<file path="config.mk">
export PLATFORM = sky130hd
export DESIGN_NAME = rst_sequencer
export DESIGN_NICKNAME = d
export VERILOG_FILES = /design/src/rtl/rst_sequencer.sv
export SDC_FILE = /design/constraint.sdc
export NUM_CORES = 1
export LEC_CHECK = 0
export CAP_MARGIN = 20
export CORE_MARGIN = 10
export CORE_UTILIZATION = 51
export DETAILED_ROUTE_END_ITERATION = 8
export PLACE_DENSITY = 0.71
export SKIP_CTS_REPAIR_TIMING = 1
export SYNTH_ARGS = -nofsm -noshare
export SYNTH_HDL_FRONTEND = slang
export SYNTH_SLANG_ARGS = --single-unit
</file>
<file path="constraint.sdc">
create_clock -name sys_clk -period 2.95 [get_ports sys_clk]
set_input_delay 0.295 -clock sys_clk [delete_from_list [all_inputs] [get_ports sys_clk]]
set_output_delay 0.295 -clock sys_clk [all_outputs]
set_load 0.05 [all_outputs]
</file>
<file path="src/rtl/rst_sequencer.sv">
// rst_sequencer -- power-up reset sequencer for an MMCM + IDELAYCTRL + core/app reset tree.
//
// Waits for MMCM lock, lets the clocks settle, pulses the IDELAYCTRL reset, waits for RDY
// (retrying on timeout), then releases the core reset and, after a further delay, the
// application reset. Lock loss or soft_rst restarts the whole sequence.
//
// Ports
//   sys_clk      in   sequencer clock (sys_clk0 domain)
//   sys_rst_n    in   asynchronous active-low reset
//   mmcm_locked  in   MMCM lock, asynchronous, double-flop synchronised internally
//   idelay_rdy   in   IDELAYCTRL RDY, asynchronous, double-flop synchronised internally
//   soft_rst     in   synchronous, level-sensitive restart request
//   idelay_rst   out  active-high IDELAYCTRL reset
//   core_rst     out  active-high core logic reset
//   app_rst      out  active-high application logic reset
//   seq_done     out  high only in RUN
//   seq_fail     out  high only in FAIL
//   seq_state    out  current state encoding (3 bits)
//   retry_count  out  IDELAYCTRL re-reset attempts in the current sequence (2 bits)

module rst_sequencer #(
   parameter int unsigned SETTLE_CYCLES     = 1024,
   parameter int unsigned IDELAY_RST_CYCLES = 64,
   parameter int unsigned RDY_TIMEOUT       = 4096,
   parameter int unsigned MAX_RETRIES       = 3,
   parameter int unsigned APP_DELAY         = 256
) (
   input  logic       sys_clk,
   input  logic       sys_rst_n,
   input  logic       mmcm_locked,
   input  logic       idelay_rdy,
   input  logic       soft_rst,
   output logic       idelay_rst,
   output logic       core_rst,
   output logic       app_rst,
   output logic       seq_done,
   output logic       seq_fail,
   output logic [2:0] seq_state,
   output logic [1:0] retry_count
);

   // Counter is sized for the longest dwell of any timed state.
   localparam int unsigned Max01     = (SETTLE_CYCLES > IDELAY_RST_CYCLES) ?
                                       SETTLE_CYCLES : IDELAY_RST_CYCLES;
   localparam int unsigned Max23     = (RDY_TIMEOUT > APP_DELAY) ? RDY_TIMEOUT : APP_DELAY;
   localparam int unsigned MaxCycles = (Max01 > Max23) ? Max01 : Max23;
   localparam int unsigned CntW      = $clog2(MaxCycles + 1);

   typedef logic [CntW-1:0] cnt_t;

   localparam cnt_t       SettleLast  = cnt_t'(SETTLE_CYCLES - 1);
   localparam cnt_t       IdlyLast    = cnt_t'(IDELAY_RST_CYCLES - 1);
   localparam cnt_t       TimeoutLast = cnt_t'(RDY_TIMEOUT - 1);
   localparam cnt_t       AppLast     = cnt_t'(APP_DELAY - 1);
   localparam cnt_t       CntMax      = cnt_t'(MaxCycles);
   localparam logic [1:0] RetryMax    = 2'(MAX_RETRIES);

   typedef enum logic [2:0] {
      StWaitLock = 3'd0,
      StSettle   = 3'd1,
      StIdlyRst  = 3'd2,
      StWaitRdy  = 3'd3,
      StCoreRel  = 3'd4,
      StRun      = 3'd5,
      StFail     = 3'd6
   } state_e;

   state_e     state_q, state_d;
   cnt_t       cnt_q, cnt_d;
   logic [1:0] retry_q, retry_d;
   logic [1:0] lock_sync_q, rdy_sync_q;
   logic       lock_s, rdy_s;
   logic       idelay_rst_q, idelay_rst_d;
   logic       core_rst_q, core_rst_d;
   logic       app_rst_q, app_rst_d;
   logic       seq_done_q, seq_done_d;
   logic       seq_fail_q, seq_fail_d;

   assign lock_s = lock_sync_q[1];
   assign rdy_s  = rdy_sync_q[1];

   // Next state and retry bookkeeping. Lock loss outranks soft_rst, which outranks the rest;
   // both land in WaitLock, so their relative order only matters for readability.
   always_comb begin
      state_d = state_q;
      retry_d = retry_q;
      if ((state_q != StWaitLock && !lock_s) || soft_rst) begin
         state_d = StWaitLock;
         retry_d = 2'd0;
      end else begin
         case (state_q)
            StWaitLock: begin
               if (lock_s) state_d = StSettle;
            end
            StSettle: begin
               if (cnt_q == SettleLast) state_d = StIdlyRst;
            end
            StIdlyRst: begin
               if (cnt_q == IdlyLast) state_d = StWaitRdy;
            end
            StWaitRdy: begin
               // RDY arriving on the timeout edge wins over the retry.
               if (rdy_s) begin
                  state_d = StCoreRel;
               end else if (cnt_q == TimeoutLast) begin
                  if (retry_q < RetryMax) begin
                     retry_d = retry_q + 2'd1;
                     state_d = StIdlyRst;
                  end else begin
                     state_d = StFail;
                  end
               end
            end
            StCoreRel: begin
               if (!rdy_s) begin
                  state_d = StIdlyRst;
               end else if (cnt_q == AppLast) begin
                  state_d = StRun;
               end
            end
            StRun: begin
               if (!rdy_s) state_d = StIdlyRst;
            end
            StFail: begin
               state_d = StFail;
            end
            default: begin
               state_d = StWaitLock;
               retry_d = 2'd0;
            end
         endcase
      end
   end

   // Dwell counter restarts on every state change and parks at its maximum in untimed states.
   always_comb begin
      cnt_d = cnt_q;
      if (state_d != state_q) begin
         cnt_d = '0;
      end else if (cnt_q != CntMax) begin
         cnt_d = cnt_q + cnt_t'(1);
      end
   end

   // Outputs are decoded from the next state and registered, so they line up with state_q.
   always_comb begin
      idelay_rst_d = state_d inside {StWaitLock, StSettle, StIdlyRst, StFail};
      core_rst_d   = !(state_d inside {StCoreRel, StRun});
      app_rst_d    = (state_d != StRun);
      seq_done_d   = (state_d == StRun);
      seq_fail_d   = (state_d == StFail);
   end

   always_ff @(posedge sys_clk or negedge sys_rst_n) begin
      if (!sys_rst_n) begin
         lock_sync_q  <= 2'b00;
         rdy_sync_q   <= 2'b00;
         state_q      <= StWaitLock;
         cnt_q        <= '0;
         retry_q      <= 2'd0;
         idelay_rst_q <= 1'b1;
         core_rst_q   <= 1'b1;
         app_rst_q    <= 1'b1;
         seq_done_q   <= 1'b0;
         seq_fail_q   <= 1'b0;
      end else begin
         lock_sync_q  <= {lock_sync_q[0], mmcm_locked};
         rdy_sync_q   <= {rdy_sync_q[0], idelay_rdy};
         state_q      <= state_d;
         cnt_q        <= cnt_d;
         retry_q      <= retry_d;
         idelay_rst_q <= idelay_rst_d;
         core_rst_q   <= core_rst_d;
         app_rst_q    <= app_rst_d;
         seq_done_q   <= seq_done_d;
         seq_fail_q   <= seq_fail_d;
      end
   end

   assign idelay_rst  = idelay_rst_q;
   assign core_rst    = core_rst_q;
   assign app_rst     = app_rst_q;
   assign seq_done    = seq_done_q;
   assign seq_fail    = seq_fail_q;
   assign seq_state   = state_q;
   assign retry_count = retry_q;

endmodule

</file>
Word-level counts from Yosys, hierarchy flattened
Cells that the tools add are included.
{"block": "word_totals", "reg_bits": 27, "elab_cells": 65}
{"block": "classes", "n_reduce_logical": 12, "n_lt_le_gt_ge": 1, "n_addsub": 2, "mux": 18, "n_eq_ne": 22}
{"operator": "two-way mux 3 bit", "count": 10}
{"operator": "two-way mux 13 bit", "count": 2}
{"operator": "one-hot mux 3 bit (7 select lines)", "count": 1}
{"operator": "equality test 3 bit (second input constant)", "count": 6}
{"operator": "adder 13 x 1 -> 13 bit (second input constant)", "count": 1}
{"operator": "equality test 13 x 10 -> 1 bit (second input constant)", "count": 1}
{"operator": "equality test 13 x 12 -> 1 bit (second input constant)", "count": 1}
{"operator": "equality test 13 x 6 -> 1 bit (second input constant)", "count": 1}
{"operator": "equality test 13 x 8 -> 1 bit (second input constant)", "count": 1}
{"operator": "inequality test 13 bit (second input constant)", "count": 1}
{"operator": "inequality test 3 bit (second input constant)", "count": 4}
{"operator": "equality test 3 x 2 -> 1 bit (second input constant)", "count": 3}
{"operator": "two-way mux 2 bit", "count": 4}
{"operator": "equality test 3 x 1 -> 1 bit (second input constant)", "count": 2}
{"operator": "logical NOT 3 bit", "count": 2}
{"operator": "OR reduction 6 bit", "count": 1}
{"operator": "one-hot mux 2 bit (2 select lines)", "count": 1}
{"operator": "AND reduction 4 bit", "count": 1}
{"operator": "nonzero test 2 bit", "count": 2}
{"operator": "nonzero test 4 bit", "count": 1}
{"operator": "inequality test 3 bit", "count": 1}
{"operator": "nonzero test 3 bit", "count": 1}
{"operator": "adder 2 x 1 -> 2 bit (second input constant)", "count": 1}
{"operator": "logical NOT 1 bit", "count": 2}
{"operator": "other kinds (4)", "count": 4}

Longest topological paths before layout
{"block": "logic_depth", "ltp_word": 9, "mapped_depth": 7}

Worst setup path after synthesis
OpenSTA, ideal clock, no wires.
{"block": "synth_timing", "kind": "register -> register", "from": "register state_q[0] (netlist: seq_state[0])", "to": "register cnt_q[5]", "arrival_time_ps": 2132, "slack_ps": 739, "path_buffers": 2, "t_required_ps": 2871, "path_stages_with_launch": 7, "path_cell_list": "dfrtp_1 > buf_2 > nand2_1 > or4_1 > a31oi_4 > buf_6 > mux2i_1"}
{"block": "synth_between", "elab_chain_cells": 6}
{"element": "start: declaration", "line_no": "68", "rtl": "state_e state_q, state_d;"}
{"element": "start signal: assignment", "line_no": "158", "rtl": "state_q <= StWaitLock;"}
{"element": "start signal: assignment", "line_no": "169", "rtl": "state_q <= state_d;"}
{"element": "two-way mux 3 bit, or another cell as far along", "line_no": "117", "rtl": "end else if (cnt_q == AppLast) begin"}
{"element": "two-way mux 3 bit, or another cell as far along", "line_no": "115", "rtl": "if (!rdy_s) begin"}
{"element": "one-hot mux 3 bit (7 select lines) or logical OR 1 bit (tied branches)", "line_no": "91, 87"}
{"element": "two-way mux 3 bit *", "line_no": "87", "rtl": "if ((state_q != StWaitLock && !lock_s) || soft_rst) begin"}
{"element": "via state_d[0]", "line_no": "68"}
{"element": "inequality test 3 bit *", "line_no": "138", "rtl": "if (state_d != state_q) begin"}
{"element": "two-way mux 13 bit or nonzero test 2 bit (tied branches)"}
{"element": "end signal: assignment", "line_no": "170", "rtl": "cnt_q <= cnt_d;"}
{"element": "end: declaration", "line_no": "69", "rtl": "cnt_t cnt_q, cnt_d;"}
The timed path passes the listed nets; every way through them passes the cells marked *.
A chain may end at the register's enable or synchronous reset.

Worst setup path after layout
{"block": "layout_timing", "from": "register cnt_q[0]", "to": "register cnt_q[7]"}
{"block": "layout_between", "elab_chain_cells": 7}
{"element": "equality test 13 x 8 -> 1 bit or equality test 13 x 12 -> 1 bit (tied branches)", "line_no": "117, 105"}
{"element": "two-way mux 3 bit, on equally long branches", "line_no": "117, 105"}
{"element": "two-way mux 3 bit, on equally long branches", "line_no": "115, 103"}
{"element": "one-hot mux 3 bit (7 select lines)", "line_no": "91", "rtl": "case (state_q)"}
{"element": "two-way mux 3 bit", "line_no": "87"}
{"element": "inequality test 3 bit", "line_no": "138"}
{"element": "two-way mux 13 bit or nonzero test 2 bit (tied branches)"}
Parallel ways exist; a longest one is shown, timed or not. The select of a mux whose other input is x is not followed.

==> flow_summary.yaml <==
run:
  max_cap_viol_count: 0
power_and_ir_drop:
  peakVddDrop_mv: 0.2562
  power_density_mw_per_mm2: 393.0
  seqPwrFrac_pct: 52.3
  p_leak_nw: 0.8092
  comb_power_share_pct: 26.9
  power.clock.fraction_pct: 20.8
  cell_int_power_mw: 0.5477
  netSwitchingFraction_pct: 32.03
  switching_power_mw: 0.2582
sta:
  tns_ps: 0
  final-setup-viol-count: 0
  final_max_tran_viols: 0
  fmax_ghz: 0.4160
  relSlewSlack_pct: 55.00
  max_slew.worst_pin.slew_ps: 675.0
  finalHoldViolCount: 0
  rsz0062_at_grt: "false"
  period_share_pct: 81.48
  finalCriticalPeriod_ps: 2404
  clock-skew-final_ps: 4.222
run_status:
  outcome: "finished clean"
synthesis:
  yosys.cell_types.count: 53
  ys_seq_area_share_pct: 36.69
  syn_area_mm2: 0.001852
  ys_async_sr_fraction_pct: 100.0
  post_synth_inst_count: 181
  yosys_most_used_dff: "dfrtp_1"
  post_synth_net_total: 189
  syn-mean-instance-area_um2: 10.23
  yosys_register_bits: 27
  synth-warning-count: 0
  synth-edff-count: 0
routing:
  detail_route.iter0.violations: 109
  drc: 0
  post_drt_via_cell_ratio: 5.929
  wire_per_inst_um: 16.17
  wl_um: 3896
  route.antenna.remaining_nets: 0
  route.vias.total: 1429
  drt_pre_antenna_iters: 4
global_route:
  global_route_wire_length_before_repair_um: 6789
  global_route.overflow_total: 0
  antenna_violations_before_repair: 0
  first_global_vias: 1413
  gr-usage-all-layers_pct: 12.92
  grt_start_max_net_pins: 33
setup_path:
  critical_path_class: "register to register"
  crit_arrival_ps: 2670
  reg2reg_to: "cnt_q[7]$_DFFE_PN0P_"
  r2r_depth: 6
  worst_setup_path_end_kind: "register"
  timing.reg2reg.setup_slack_ps: 550
  cp.required_ps: 3210
  crit-reg2reg-launch: "cnt_q[0]$_DFFE_PN0P_"
  critPathLaunchType: "register"
  crit_fanout: 14
die:
  die_h_um: 80.26
  initial_core_utilization_pct: 54.21
  die_w_um: 80.26
  floorplan.core_area_mm2: 0.003416
  placementRows: 21
  die-area_mm2: 0.006441
  design.portCount: 15
layout:
  area.sequential_um2: 679.4
  multiInputGateArea_mm2: 0.001080
  instances_no_fill: 241
  layout_common_cells: "dfrtp_1 (24), clkdlybuf4s50_1 (14), mux2i_1 (13)"
  fillerInstances: 313
  layout-drive-gt1-share_pct: 21.03
  final_common_cell: "dfrtp_1"
  inserted_diodes: 0
  final_nets: 204
  areaGrowthSynthToFinish_pct: 10.74
placement:
  hpwlAfterDp_um: 2840
  numPortBuffers: 14
  routabilityCongestion: 0.7881
  dp_cell_count: 237
cts:
  clkSlewWorstSetupHoldPaths_ps: 150
  cts_tree: "built"
  root_buffer: "clkbuf_4"
  clock_sink_count: 27
  ctsLongestPathBuffers: 2
  clkLatencyLatePin_ps: 330
  cts_made_buffers: 3
  h-tree-depth: 1
min_path:
  timing.hold.worst.class: "input port to asynchronous set/reset pin"
-- layout make-up --
| class | count | area share, % |
|---|---|---|
| sequential | 27 | 33.13 |
| tap | 46 | 2.807 |
| clock buffer | 3 | 1.098 |
| multi-input combinational | 139 | 52.65 |
| clock inverter | 1 | 0.3661 |
| timing repair buffer | 20 | 9.030 |
| inverter | 5 | 0.9152 |
-- per-layer routing --
layer | track usage [%] | wire length [um] | up-vias
met5 | 0 | 0 | -
met4 | 4.225 | 59 | 0
met3 | 2.450 | 175 | 6
met2 | 21.43 | 1902 | 26
met1 | 16.37 | 1758 | 695
li1 | - | - | 702
-- sequential cells by signal (all words and copies together) (netlist names) --
name         flops
cnt_q           13
rdy_sync_q       2
core_rst         1
retry_count      2
lock_sync_q      2
seq_state        3
idelay_rst       1
app_rst          1
seq_fail         1
seq_done         1
-- power groups by stage --
stage / sequential, mW / combinational, mW / clock (mW)
2_1_floorplan: 0.427 / 0.165 / 0
3_3_place_gp: 0.426 / 0.206 / 0
3_5_place_dp: 0.428 / 0.218 / 0
4_1_cts: 0.421 / 0.218 / 0.173
5_1_grt: 0.428 / 0.241 / 0.190
6_report: 0.421 / 0.217 / 0.168
-- critical path, stage by stage, from the launching register on --
cell and delay, ps:
dfrtp_1 460, ha_1 250, nand3_2 170, nor4_1 90
or4_1 480, a31oi_4 620, mux2i_1 270
-- synthesized netlist by cell type (4+ instances only) --
cell type  instances  area (um^2)
dfrtp_1           24        600.6
mux2i_1           13        130.1
or3b_2            11        96.34
nand2_1            9        33.78
a21oi_1            8        40.04
nor2_1             8        30.03
o211ai_2           8        100.1
xor2_1             7        61.31
nand3_1            6        30.03
inv_1              5        18.77
nor2b_1            5        31.28
nor4_1             5        31.28
or3_1              5        31.28
xnor2_1            5        43.79
o211ai_1           4        30.03
o21ai_0            4        20.02
-- how the worst max path moves through the flow --
stage / endpoint / slack [ps] / cells after the start / from
after floorplan: cnt_q[5]$_DFFE_PN0P_ / 740 / 6 / seq_state[0]$_DFF_PN0_
after global placement: cnt_q[10]$_DFFE_PN0P_ / 660 / 6 / cnt_q[0]$_DFFE_PN0P_
after detailed placement: cnt_q[7]$_DFFE_PN0P_ / 570 / 6 / cnt_q[0]$_DFFE_PN0P_
after CTS: cnt_q[7]$_DFFE_PN0P_ / 540 / 6 / cnt_q[0]$_DFFE_PN0P_
after global routing: cnt_q[2]$_DFFE_PN0P_ / 420 / 6 / cnt_q[0]$_DFFE_PN0P_
final: cnt_q[7]$_DFFE_PN0P_ / 550 / 6 / cnt_q[0]$_DFFE_PN0P_
-- per-stage QoR --
| stage | power [mW] | cell area, um^2 | worst slack [ps] | hold slack, ps | util, % |
|---|---|---|---|---|---|
| after CTS | 0.8125 | 2051 | 541.8 | 326.1 | 60.04 |
| after floorplan | 0.5920 | 1852 | 738.7 | -0.5911 | - |
| after global routing | 0.8587 | 2051 | 419.2 | 316.5 | 60.04 |
| after global placement | 0.6318 | 2021 | 661.1 | 332.4 | 59.16 |
| final | 0.8059 | 2051 | 546.4 | 312.3 | 60.04 |
| after detailed placement | 0.6456 | 2021 | 571.9 | 334.7 | 59.16 |
-- cell families after synthesis --
kind of cell,after synthesis,share of synthesized area (%)
mux,14,7.635
xor+xnor,12,5.676
buf+inv,15,5.000
compound gates,38,17.16
flops,27,36.69
simple gates,72,25.81
fa+ha+maj,3,2.027
Note: power is estimated with default switching activity, not from simulation.
